**config.mk**
```make
export PLATFORM = sky130hd
export DESIGN_NAME = clb_cfg_loader_flat
export DESIGN_NICKNAME = d
export VERILOG_FILES = /design/src/rtl/clb_cfg_loader_if.sv /design/src/rtl/clb_cfg_loader.sv /design/src/flat_wrapper.sv
export SDC_FILE = /design/constraint.sdc
export NUM_CORES = 1
export LEC_CHECK = 0
export BUFFER_PORTS_ARGS = -buffer_cell sky130_fd_sc_hd__buf_2
export CAP_MARGIN = 20
export CORE_ASPECT_RATIO = 0.6
export CORE_MARGIN = 10
export CORE_UTILIZATION = 57
export DETAILED_ROUTE_END_ITERATION = 10
export PLACE_DENSITY = 0.76
export SKIP_LAST_GASP = 1
export SLEW_MARGIN = 20
export SYNTH_ARGS = -nofsm -noshare
export SYNTH_HDL_FRONTEND = slang
export SYNTH_SLANG_ARGS = --single-unit
```
**constraint.sdc**
```tcl
create_clock -name f_clk -period 2.5 [get_ports f_clk]
set_input_delay 0.375 -clock f_clk [delete_from_list [all_inputs] [get_ports f_clk]]
set_output_delay 0.375 -clock f_clk [all_outputs]
set_load 0.02 [all_outputs]
```
**src/rtl/clb_cfg_loader_if.sv**
```systemverilog
// Handshake and configuration bus between a bitstream source and the CLB
// configuration loader.
interface clb_cfg_loader_if #(
  parameter int unsigned CfgW = 33,
  parameter int unsigned NClb = 2
);
  logic                   cfg_start;
  logic                   bs_in;
  logic                   bs_valid;
  logic                   bs_ready;
  logic [NClb*CfgW-1:0]   cfg_out;
  logic                   cfg_done;
  logic                   cfg_err;

  // Bitstream source side
  modport master (
    output cfg_start, bs_in, bs_valid,
    input  bs_ready, cfg_out, cfg_done, cfg_err
  );

  // Loader side
  modport slave (
    input  cfg_start, bs_in, bs_valid,
    output bs_ready, cfg_out, cfg_done, cfg_err
  );
endinterface

```
**src/rtl/clb_cfg_loader.sv**
```systemverilog
// Serial configuration loader feeding the CLB slices. Hunts for a sync word,
// shifts NClb*CfgW payload bits into a staging register, checks an even-parity
// bit and only then commits the whole word to the parallel cfg bus, so CLBs
// never observe a partially loaded configuration.
module clb_cfg_loader #(
  parameter int unsigned      CfgW     = 33,
  parameter int unsigned      NClb     = 2,
  parameter int unsigned      SyncW    = 8,
  parameter logic [SyncW-1:0] SyncWord = 8'hA5
) (
  input logic             f_clk,
  input logic             rst_n,
  clb_cfg_loader_if.slave cfg_if
);

  localparam int unsigned     TotalW  = NClb * CfgW;
  localparam int unsigned     CntW    = $clog2(TotalW + 1);
  localparam logic [CntW-1:0] LastIdx = CntW'(TotalW - 1);

  typedef enum logic [2:0] {
    StIdle,
    StSync,
    StLoad,
    StCheck,
    StDone,
    StError
  } state_e;

  state_e            state_q;
  logic [SyncW-1:0]  sync_q;
  logic [TotalW-1:0] stage_q;
  logic [TotalW-1:0] cfg_q;
  logic [CntW-1:0]   cnt_q;
  logic              par_q;
  logic              done_q;
  logic              err_q;

  logic              accept;
  logic              bit_in;
  logic [SyncW-1:0]  sync_shift;

  // Ready is a pure decode of the registered state.
  assign cfg_if.bs_ready = (state_q == StSync) || (state_q == StLoad) || (state_q == StCheck);
  assign accept          = cfg_if.bs_valid & cfg_if.bs_ready;
  // Gate the data bit so an undriven bs_in while not accepting never reaches state.
  assign bit_in          = accept ? cfg_if.bs_in : 1'b0;
  assign sync_shift      = (sync_q << 1) | SyncW'(bit_in);

  assign cfg_if.cfg_out  = cfg_q;
  assign cfg_if.cfg_done = done_q;
  assign cfg_if.cfg_err  = err_q;

  // Loader FSM with all datapath registers and registered status outputs.
  always_ff @(posedge f_clk or negedge rst_n) begin
    if (!rst_n) begin
      state_q <= StIdle;
      sync_q  <= '0;
      stage_q <= '0;
      cfg_q   <= '0;
      cnt_q   <= '0;
      par_q   <= 1'b0;
      done_q  <= 1'b0;
      err_q   <= 1'b0;
    end else begin
      case (state_q)
        StIdle: begin
          if (cfg_if.cfg_start) begin
            sync_q  <= '0;
            state_q <= StSync;
          end
        end
        StSync: begin
          if (accept) begin
            sync_q <= sync_shift;
            if (sync_shift == SyncWord) begin
              cnt_q   <= '0;
              par_q   <= 1'b0;
              state_q <= StLoad;
            end
          end
        end
        StLoad: begin
          if (accept) begin
            // First payload bit ends up at the MSB of the committed word.
            stage_q <= (stage_q << 1) | TotalW'(bit_in);
            par_q   <= par_q ^ bit_in;
            cnt_q   <= cnt_q + CntW'(1);
            if (cnt_q == LastIdx) begin
              state_q <= StCheck;
            end
          end
        end
        StCheck: begin
          if (accept) begin
            if (bit_in == par_q) begin
              cfg_q   <= stage_q;
              done_q  <= 1'b1;
              err_q   <= 1'b0;
              state_q <= StDone;
            end else begin
              done_q  <= 1'b0;
              err_q   <= 1'b1;
              state_q <= StError;
            end
          end
        end
        StDone, StError: begin
          // cfg_q keeps the last good load across a restart.
          if (cfg_if.cfg_start) begin
            done_q  <= 1'b0;
            err_q   <= 1'b0;
            sync_q  <= '0;
            state_q <= StSync;
          end
        end
        default: begin
          state_q <= StIdle;
        end
      endcase
    end
  end

endmodule
```
**src/flat_wrapper.sv**
```systemverilog
// flat-port wrapper written by rule: the top's interface ports become plain ports
module clb_cfg_loader_flat 
#(
  parameter int unsigned      CfgW     = 33,
  parameter int unsigned      NClb     = 2,
  parameter int unsigned      SyncW    = 8,
  parameter logic [SyncW-1:0] SyncWord = 8'hA5
)
  (f_clk, rst_n, cfg_if_cfg_start, cfg_if_bs_in, cfg_if_bs_valid, cfg_if_bs_ready, cfg_if_cfg_out, cfg_if_cfg_done, cfg_if_cfg_err);
  clb_cfg_loader_if #(.CfgW(CfgW), .NClb(NClb)) cfg_if_i ();
  input logic f_clk;
  input logic rst_n;
  input wire logic [$bits(cfg_if_i.cfg_start)-1:0] cfg_if_cfg_start;
  input wire logic [$bits(cfg_if_i.bs_in)-1:0] cfg_if_bs_in;
  input wire logic [$bits(cfg_if_i.bs_valid)-1:0] cfg_if_bs_valid;
  output wire logic [$bits(cfg_if_i.bs_ready)-1:0] cfg_if_bs_ready;
  output wire logic [$bits(cfg_if_i.cfg_out)-1:0] cfg_if_cfg_out;
  output wire logic [$bits(cfg_if_i.cfg_done)-1:0] cfg_if_cfg_done;
  output wire logic [$bits(cfg_if_i.cfg_err)-1:0] cfg_if_cfg_err;
  assign cfg_if_i.cfg_start = cfg_if_cfg_start;
  assign cfg_if_i.bs_in = cfg_if_bs_in;
  assign cfg_if_i.bs_valid = cfg_if_bs_valid;
  assign cfg_if_bs_ready = cfg_if_i.bs_ready;
  assign cfg_if_cfg_out = cfg_if_i.cfg_out;
  assign cfg_if_cfg_done = cfg_if_i.cfg_done;
  assign cfg_if_cfg_err = cfg_if_i.cfg_err;
  clb_cfg_loader #(.CfgW(CfgW), .NClb(NClb), .SyncW(SyncW), .SyncWord(SyncWord)) u_core (.f_clk(f_clk), .rst_n(rst_n), .cfg_if(cfg_if_i));
endmodule
```
==> results_dict.tcl, run 1 <==
set metrics [dict create \
    seqPwrFrac 0.421 \
    p_switching_w 0.00167 \
    start_util 0.598 \
    cts_setup_buffers 0 \
    die_w_um 153 \
    avgRoutedWirePerCell_um 18.1 \
    numCtsBuffers 17 \
    grt_pass1_wl_um 19400 \
    path_class "reg -> reg" \
    leakage_nw 3.79 \
    rows 28 \
    yosysWarnings 0 \
    place_area_mm2 0.00661 \
    tightest_slew_ns 0.641 \
    avgSynthCellArea_um2 15.4 \
    numPortBuffers 73 \
    fin_skew_ns 0.00729 \
    tns_ns 0 \
    clockBufferDepth 2 \
    ant_nets 0 \
    antenna_cells 0 \
    p_int_w 0.00484 \
    synth_cell_types 42 \
    hpwl_um 7530 \
    cts.sinks 152 \
    dr.pass1.iters 4 \
    power_frac_comb 0.156 \
    synth_top_cell_by_area "dfrtp_1" \
    slew_headroom 0.571 \
    grt_pass1_vias 3624 \
    grt_overflow_total 0 \
    gp_congestion 0.835 \
    critPathRequiredTime_ns 2.83 \
    switching_share 0.257 \
    finalCritPeriodShare 0.862 \
    power_frac_clock 0.424 \
    post-route-util 0.720 \
    synth_cells 392 \
    clk_latency_ns 0.41 \
    cts_tree "done" \
    root_buffer "clkbuf_16" \
    synth-main-ff-cell "dfrtp_1" \
    ir_drop_mv 0.691 \
    preCtsSetupSlack_ns 0.347 \
    syn_nets 399 \
    grt_setup_unrepaired "no" \
    drive_gt1_frac 0.513 \
    synth-edff-count 0 \
    critPathMaxFanout 14 \
    vias 3423 \
    nNetsFinal 483 \
    p_per_area_mw_per_mm2 897 \
    path_clk_slew_ns 0.06 \
    drc_errors 0 \
    viasPerCell 5.49 \
    setup_violations 0 \
    drt_iter0_markers 176 \
    cts_resized 0 \
    dieArea_mm2 0.0152 \
    finalWirelength_um 11300 \
    num-fill-cells 689 \
    hold_viol 0 \
    h-tree-depth 4 \
    fmax_mhz 464 \
    synth_top_area_share 0.631 \
    status "finished clean" \
    yosysMostFrequentCell "dfrtp_1" \
    ys_ff_latch 152 \
    core_area_mm2 0.0101 \
    arrival_ns 2.48 \
    synth_area_leaders "dfrtp_1, mux2_2, a22o_1" \
    period_needed_ns 2.16 \
    io_pins 74 \
    area_delta_synth_final_pct 20.4 \
    seq_area_frac_synth 0.631 \
    syn_area_mm2 0.00603 \
    hold_path.class "in -> reg" \
    r2r_slack_ns 0.34 \
    final_cell_area_mm2 0.00726 \
    setup_ws_ns 0.345 \
    report.final.slew_viol_count 0 \
    start_kind "register" \
    max_cap_viol_count 0 \
    cp-end-kind "register" \
    async_flop_share 1.00 \
    ys_top_cells_by_count "dfrtp_1, mux2_2, buf_2, o21ai_0, nand2_1" \
    grt_use_total 0.154 \
    die_h_um 99.7 \
    whs_ns 0.214 \
    grt_antenna_before_repair 0 \
    grt_max_degree 68 \
]
power by group through the flow:
| stage | registers (W) | clock network (W) | logic (W) |
|---|---|---|---|
| 6_report | 0.00274 | 0.00276 | 0.00101 |
| 3_3_place_gp | 0.00277 | 0 | 0.00100 |
| 5_1_grt | 0.00276 | 0.00292 | 0.00111 |
| 3_5_place_dp | 0.00278 | 0 | 0.00102 |
| 4_1_cts | 0.00274 | 0.00281 | 0.00102 |
| 2_1_floorplan | 0.00280 | 0 | 0.000673 |
critical path, cell delays in order (launching register included):
cell	delay, ns
dfrtp_1	0.38
or3b_1	0.36
or4_1	0.66
a2111oi_4	0.44
mux2i_1	0.23
flip-flops by register name (all words and copies together) (netlist names):
register                cells
u_core.cfg_if.cfg_out      66
u_core.state_q              3
u_core.stage_q             66
u_core.cnt_q                7
u_core.sync_q               7
u_core.cfg_if.cfg_err       1
u_core.par_q                1
u_core.cfg_if.cfg_done      1
worst paths after layout:
path / startpoint / to / cells after the start
worst max-delay path: u_core.sync_q[3] / u_core.cnt_q[6] / 4
worst max register to register: u_core.sync_q[3] / u_core.cnt_q[6] / 4
worst min register to register: u_core.cfg_if.cfg_out[64] / u_core.cfg_if.cfg_out[64] / 1
max in group asynchronous: rst_n / u_core.cfg_if.cfg_out[63] / 3
min in group asynchronous: rst_n / u_core.cnt_q[2] / 2
worst min-delay path: cfg_if_cfg_start / u_core.state_q[2] / 2
placed cells by master (no fill, tap or decap), types with 2 or more instances in the layout:
cell type | synthesis | layout
nand2b_1 | 2 | 2
a22o_1 | 7 | 7
buf_2 | 10 | 72
bufinv_16 | 0 | 5
clkinvlp_4 | 0 | 2
buf_4 | 7 | 7
nand3_1 | 3 | 3
dfrtp_1 | 152 | 152
ha_1 | 2 | 2
o21ai_0 | 10 | 10
and2_1 | 2 | 2
clkinv_2 | 0 | 3
a21oi_1 | 7 | 7
xor2_1 | 2 | 2
a211oi_1 | 3 | 3
clkbuf_16 | 0 | 17
o21bai_1 | 5 | 5
nand3b_1 | 3 | 3
mux2i_1 | 5 | 5
buf_12 | 0 | 5
nor2_1 | 6 | 6
clkbuf_1 | 3 | 2
nor2b_1 | 2 | 2
mux2_2 | 131 | 131
nand2_1 | 8 | 8
timing repair:
action | 4_1_cts | 5_1_grt
endpoints found under the hold margin | 57 | 0
hold buffers | 1 | 0
endpoints found under the setup margin | 0 | 0
stage by stage:
stage	cells	power [W]
global route	624	0.00680
CTS	624	0.00657
global placement	591	0.00377
floorplan	392	0.00347
finish	624	0.00652
detailed placement	591	0.00380
cell type report:
cell class,count,area (um2),share of cell area
Multi-Input combinational cell,218,2110,0.290
Sequential cell,152,3800,0.524
Clock buffer,20,447,0.0615
Timing Repair Buffer,86,534,0.0736
Clock inverter,12,198,0.0272
Tap cell,135,169,0.0233
Inverter,1,3.75,0.000517
kinds of logic (layout without fill, tap and decap cells):
family / after synthesis / count (layout) / synth area share
buffers and inverters: 22 / 119 / 0.0214
multiplexers: 137 / 137 / 0.255
adder cells (fa/ha/maj): 2 / 2 / 0.00415
AO/OA/AOI/OAI: 39 / 39 / 0.0465
flip-flops: 152 / 152 / 0.631
AND/OR/NAND/NOR: 38 / 38 / 0.0398
XOR/XNOR: 2 / 2 / 0.00290
layer usage:
layer | up-vias | GRT usage | routed length [um]
li1 | 1590 | - | -
met1 | 1762 | 0.208 | 5370
met2 | 66 | 0.234 | 5290
met3 | 5 | 0.0525 | 586
met4 | 0 | 0.0387 | 39
met5 | - | 0 | 0
No activity file was read; power rests on OpenSTA's default activity.
==> inputs of run 2 (changes only) <==
--- a/config.mk
+++ b/config.mk
@@ -5,13 +5,13 @@
 export SDC_FILE = /design/constraint.sdc
 export NUM_CORES = 1
 export LEC_CHECK = 0
-export BUFFER_PORTS_ARGS = -buffer_cell sky130_fd_sc_hd__buf_2
 export CAP_MARGIN = 20
 export CORE_ASPECT_RATIO = 0.6
 export CORE_MARGIN = 10
-export CORE_UTILIZATION = 57
+export CORE_UTILIZATION = 63
 export DETAILED_ROUTE_END_ITERATION = 10
-export PLACE_DENSITY = 0.76
+export DONT_BUFFER_PORTS = 1
+export PLACE_DENSITY = 0.77
 export SKIP_LAST_GASP = 1
 export SLEW_MARGIN = 20
 export SYNTH_ARGS = -nofsm -noshare
==> results_dict.tcl, run 2 (same netlist as run 1, synthesis figures left out) <==
set metrics [dict create \
    preCtsSetupSlack_ns 0.259 \
    seqPwrFrac 0.451 \
    hpwl_um 7050 \
    grt_antenna_before_repair 0 \
    fin_skew_ns 0.0104 \
    clk_latency_ns 0.41 \
    viasPerCell 5.79 \
    p_int_w 0.00461 \
    critPathRequiredTime_ns 2.83 \
    area_delta_synth_final_pct 12.5 \
    nNetsFinal 404 \
    grt_use_total 0.163 \
    die_h_um 95.8 \
    cp-end-kind "register" \
    hold_viol 152 \
    path_class "reg -> reg" \
    whs_ns -0.339 \
    antenna_cells 0 \
    p_switching_w 0.00167 \
    p_per_area_mw_per_mm2 925 \
    rows 27 \
    layout_commonest_cell "dfrtp_1" \
    cts.sinks 152 \
    numCtsBuffers 17 \
    finalCritPeriodShare 0.907 \
    fmax_mhz 441 \
    report.final.slew_viol_count 0 \
    max_cap_viol_count 0 \
    start_util 0.652 \
    finalWirelength_um 10900 \
    die_w_um 146 \
    failed_checks "negative hold slack" \
    grt_setup_unrepaired "no" \
    leakage_nw 3.34 \
    dpl.cell_count 508 \
    root_buffer "clkbuf_16" \
    cts_setup_buffers 0 \
    num-fill-cells 594 \
    drt_iter0_markers 197 \
    drive_gt1_frac 0.427 \
    setup_violations 0 \
    dr.pass1.iters 4 \
    final_cell_mix "dfrtp_1, mux2_2, clkbuf_16" \
    grt_pass1_vias 3187 \
    setup_ws_ns 0.233 \
    place_area_mm2 0.00617 \
    fin_cells 540 \
    grt_pass1_wl_um 18100 \
    clockBufferDepth 2 \
    cts_resized 0 \
    h-tree-depth 4 \
    power_frac_comb 0.129 \
    cts_tree "done" \
    arrival_ns 2.60 \
    grt_overflow_total 0 \
    gp_congestion 0.861 \
    tightest_slew_ns 0.655 \
    tns_ns 0 \
    ir_drop_mv 0.729 \
    grt_max_degree 153 \
    slew_headroom 0.561 \
    dieArea_mm2 0.0140 \
    period_needed_ns 2.27 \
    avgRoutedWirePerCell_um 20.2 \
    power_frac_clock 0.420 \
    core_area_mm2 0.00926 \
    drc_errors 0 \
    final_cell_area_mm2 0.00679 \
    io_pins 74 \
    switching_share 0.266 \
    start_kind "register" \
    ant_nets 0 \
    status "complete, but fails checks" \
    path_clk_slew_ns 0.06 \
    vias 3128 \
    numPortBuffers 0 \
    critPathMaxFanout 13 \
    post-route-util 0.733 \
    hold_path.class "in -> async" \
]
## run 2: cell types whose count changed in the layout (fill, tap and decap cells not counted), moves of 2 or more
cell | previous run | this run
buf_12 | 5 | 3
buf_2 | 72 | 0
buf_4 | 7 | 4
bufinv_16 | 5 | 3
clkbuf_1 | 2 | 0
clkinv_4 | 1 | 3
## run 2: cell type report
cell class | instances | area, um2 | share of cell area
flip-flops and latches | 152 | 3800 | 0.560
clock buffers | 19 | 453 | 0.0667
clock inverters | 13 | 169 | 0.0249
inverters | 1 | 3.75 | 0.000553
well taps | 130 | 163 | 0.0240
multi-input cells | 218 | 2110 | 0.310
repair buffers | 7 | 90.1 | 0.0133
## run 2: stage by stage
step | total power [W] | hold WS (ns)
after floorplan | 0.00347 | 0.0794
after global placement | 0.00363 | 0.0842
after detailed placement | 0.00368 | 0.0835
after CTS | 0.00633 | -0.350
after global routing | 0.00655 | -0.363
final | 0.00628 | -0.339
## run 2: final timing paths
path	startpoint	endpoint	slack, ns	cells past startpoint
max reg2reg	u_core.state_q[0]	u_core.state_q[1]	0.23	5
min in group f_clk	cfg_if_cfg_start	u_core.state_q[2]	0.08	1
max in group asynchronous	rst_n	u_core.stage_q[43]	2.56	0
min	rst_n	u_core.cfg_if.cfg_out[58]	-0.34	0
min reg2reg	u_core.stage_q[65]	u_core.stage_q[65]	0.51	1
max	u_core.state_q[0]	u_core.state_q[1]	0.23	5
## run 2: power by group through the flow
stage	Clock (W)	Combinational [W]	Sequential, W
detailed placement	0	0.000807	0.00287
finish	0.00264	0.000810	0.00283
CTS	0.00269	0.000814	0.00283
floorplan	0	0.000673	0.00280
global placement	0	0.000774	0.00286
global route	0.00281	0.000883	0.00286
## run 2: critical path, cell delays in order (launching register included)
cell	delay, ns
dfrtp_1	0.55
nor2_1	0.18
or4_1	0.78
buf_4	0.26
a211o_1	0.29
a21oi_1	0.12
## run 2: layer usage
| layer | track usage | share of wire |
|---|---|---|
| met1 | 0.220 | 0.47 |
| met5 | 0 | 0 |
| met2 | 0.231 | 0.44 |
| met4 | 0.0655 | 0.013 |
| met3 | 0.0684 | 0.073 |
==> inputs of run 3 (changes only) <==
--- a/config.mk
+++ b/config.mk
@@ -5,6 +5,7 @@
 export SDC_FILE = /design/constraint.sdc
 export NUM_CORES = 1
 export LEC_CHECK = 0
+export ABC_CLOCK_PERIOD_IN_PS = 2500
 export CAP_MARGIN = 20
 export CORE_ASPECT_RATIO = 0.6
 export CORE_MARGIN = 10
==> constraint.sdc (replaced) <==
create_clock -name f_clk -period 2.5 [get_ports f_clk]
set_input_delay 0.375 -clock f_clk [delete_from_list [all_inputs] [get_ports f_clk]]
set_output_delay 0.375 -clock f_clk [all_outputs]
set_load 0.05 [all_outputs]
==> results_dict.tcl, run 3 (same netlist as run 1, synthesis figures left out) <==
set metrics [dict create \
    ir_drop_mv 0.633 \
    hpwl_um 7200 \
    dr.pass1.iters 4 \
    viasPerCell 5.93 \
    finalWirelength_um 11300 \
    cts_resized 0 \
    num-fill-cells 609 \
    grt_pass1_vias 3364 \
    numPortBuffers 0 \
    h-tree-depth 4 \
    crit_buf_inv 0 \
    clk_latency_ns 0.41 \
    report.final.slew_viol_count 0 \
    fmax_mhz 433 \
    hold_viol 152 \
    clockBufferDepth 2 \
    setup_violations 0 \
    grt_use_total 0.165 \
    start_util 0.652 \
    path_clk_slew_ns 0.06 \
    arrival_ns 2.64 \
    dieArea_mm2 0.0140 \
    fin_skew_ns 0.00753 \
    cts_tree "done" \
    finalCritPeriodShare 0.923 \
    cts.sinks 152 \
    path_class "reg -> reg" \
    tightest_slew_ns 0.626 \
    status "complete, but fails checks" \
    grt_pass1_wl_um 18500 \
    max_cap_viol_count 0 \
    drc_errors 0 \
    nNetsFinal 404 \
    critPathRequiredTime_ns 2.84 \
    start_kind "register" \
    area_delta_synth_final_pct 13.2 \
    tns_ns 0 \
    gp_congestion 0.858 \
    period_needed_ns 2.31 \
    root_buffer "clkbuf_16" \
    avgRoutedWirePerCell_um 20.9 \
    numCtsBuffers 17 \
    layout_commonest_cell "dfrtp_1" \
    failed_checks "negative hold slack" \
    grt_overflow_total 0 \
    grt_antenna_before_repair 0 \
    antenna_cells 0 \
    p_per_area_mw_per_mm2 967 \
    critPathMaxFanout 18 \
    final_cell_mix "dfrtp_1, mux2_2, clkbuf_16" \
    cp_slowest_stage_delay_ns 0.84 \
    grt_setup_unrepaired "no" \
    grt_max_degree 153 \
    drt_iter0_markers 234 \
    die_w_um 146 \
    io_pins 74 \
    critPathSlowestCell "or4_1" \
    core_area_mm2 0.00926 \
    drive_gt1_frac 0.427 \
    leakage_nw 3.36 \
    die_h_um 95.8 \
    cts_setup_buffers 0 \
    hold_path.class "in -> async" \
    cp-end-kind "register" \
    whs_ns -0.344 \
    crit_chain "nor2_1, or4_1, a2111oi_4, mux2i_1" \
    rows 27 \
    vias 3204 \
    slew_headroom 0.581 \
    path_delay_family "simple AND/OR/NAND/NOR gates" \
    ant_nets 0 \
]
run 3: path summary, 6_finish.rpt:
| path | from | end | slack (ns) | cells past startpoint |
|---|---|---|---|---|
| min | rst_n | u_core.sync_q[6] | -0.34 | 0 |
| min in group f_clk | cfg_if_cfg_start | u_core.state_q[2] | 0.08 | 1 |
| max reg2reg | u_core.state_q[0] | u_core.cnt_q[6] | 0.19 | 4 |
| min reg2reg | u_core.stage_q[65] | u_core.cfg_if.cfg_out[65] | 0.52 | 1 |
| max | u_core.state_q[0] | u_core.cnt_q[6] | 0.19 | 4 |
| max in group asynchronous | rst_n | u_core.stage_q[34] | 2.67 | 0 |
run 3: power breakdown:
part           internal (W)  total (W)  switching [W]
combinational      0.000373   0.000854       0.000481
clock               0.00181    0.00283        0.00102
sequential          0.00261    0.00292       0.000309
total               0.00479    0.00660        0.00181
run 3: metal layers:
metal,GRT usage,vias to the layer above,routed length (um)
met2,0.241,79,5140
met3,0.0576,11,763
met5,0,-,0
li1,-,1424,-
met1,0.223,1690,5260
met4,0.0638,0,116
run 3: cell type report:
type	instances	area, um2	area share
flip-flops and latches	152	3800	0.557
multi-input cells	218	2110	0.309
clock buffers	18	439	0.0643
clock inverters	14	221	0.0324
well taps	130	163	0.0238
repair buffers	7	90.1	0.0132
inverters	1	3.75	0.000550
run 3: per-stage QoR:
| stage | util | instance area, um2 | std cells | total power, W | setup slack, ns |
|---|---|---|---|---|---|
| 4_1_cts | 0.738 | 6830 | 540 | 0.00664 | 0.194 |
| 3_3_place_gp | 0.666 | 6170 | 508 | 0.00376 | 0.347 |
| 5_1_grt | 0.738 | 6830 | 540 | 0.00684 | 0.0539 |
| 6_report | 0.738 | 6830 | 540 | 0.00660 | 0.191 |
| 2_1_floorplan | - | 6030 | 392 | 0.00358 | 0.613 |
| 3_5_place_dp | 0.666 | 6170 | 508 | 0.00379 | 0.234 |
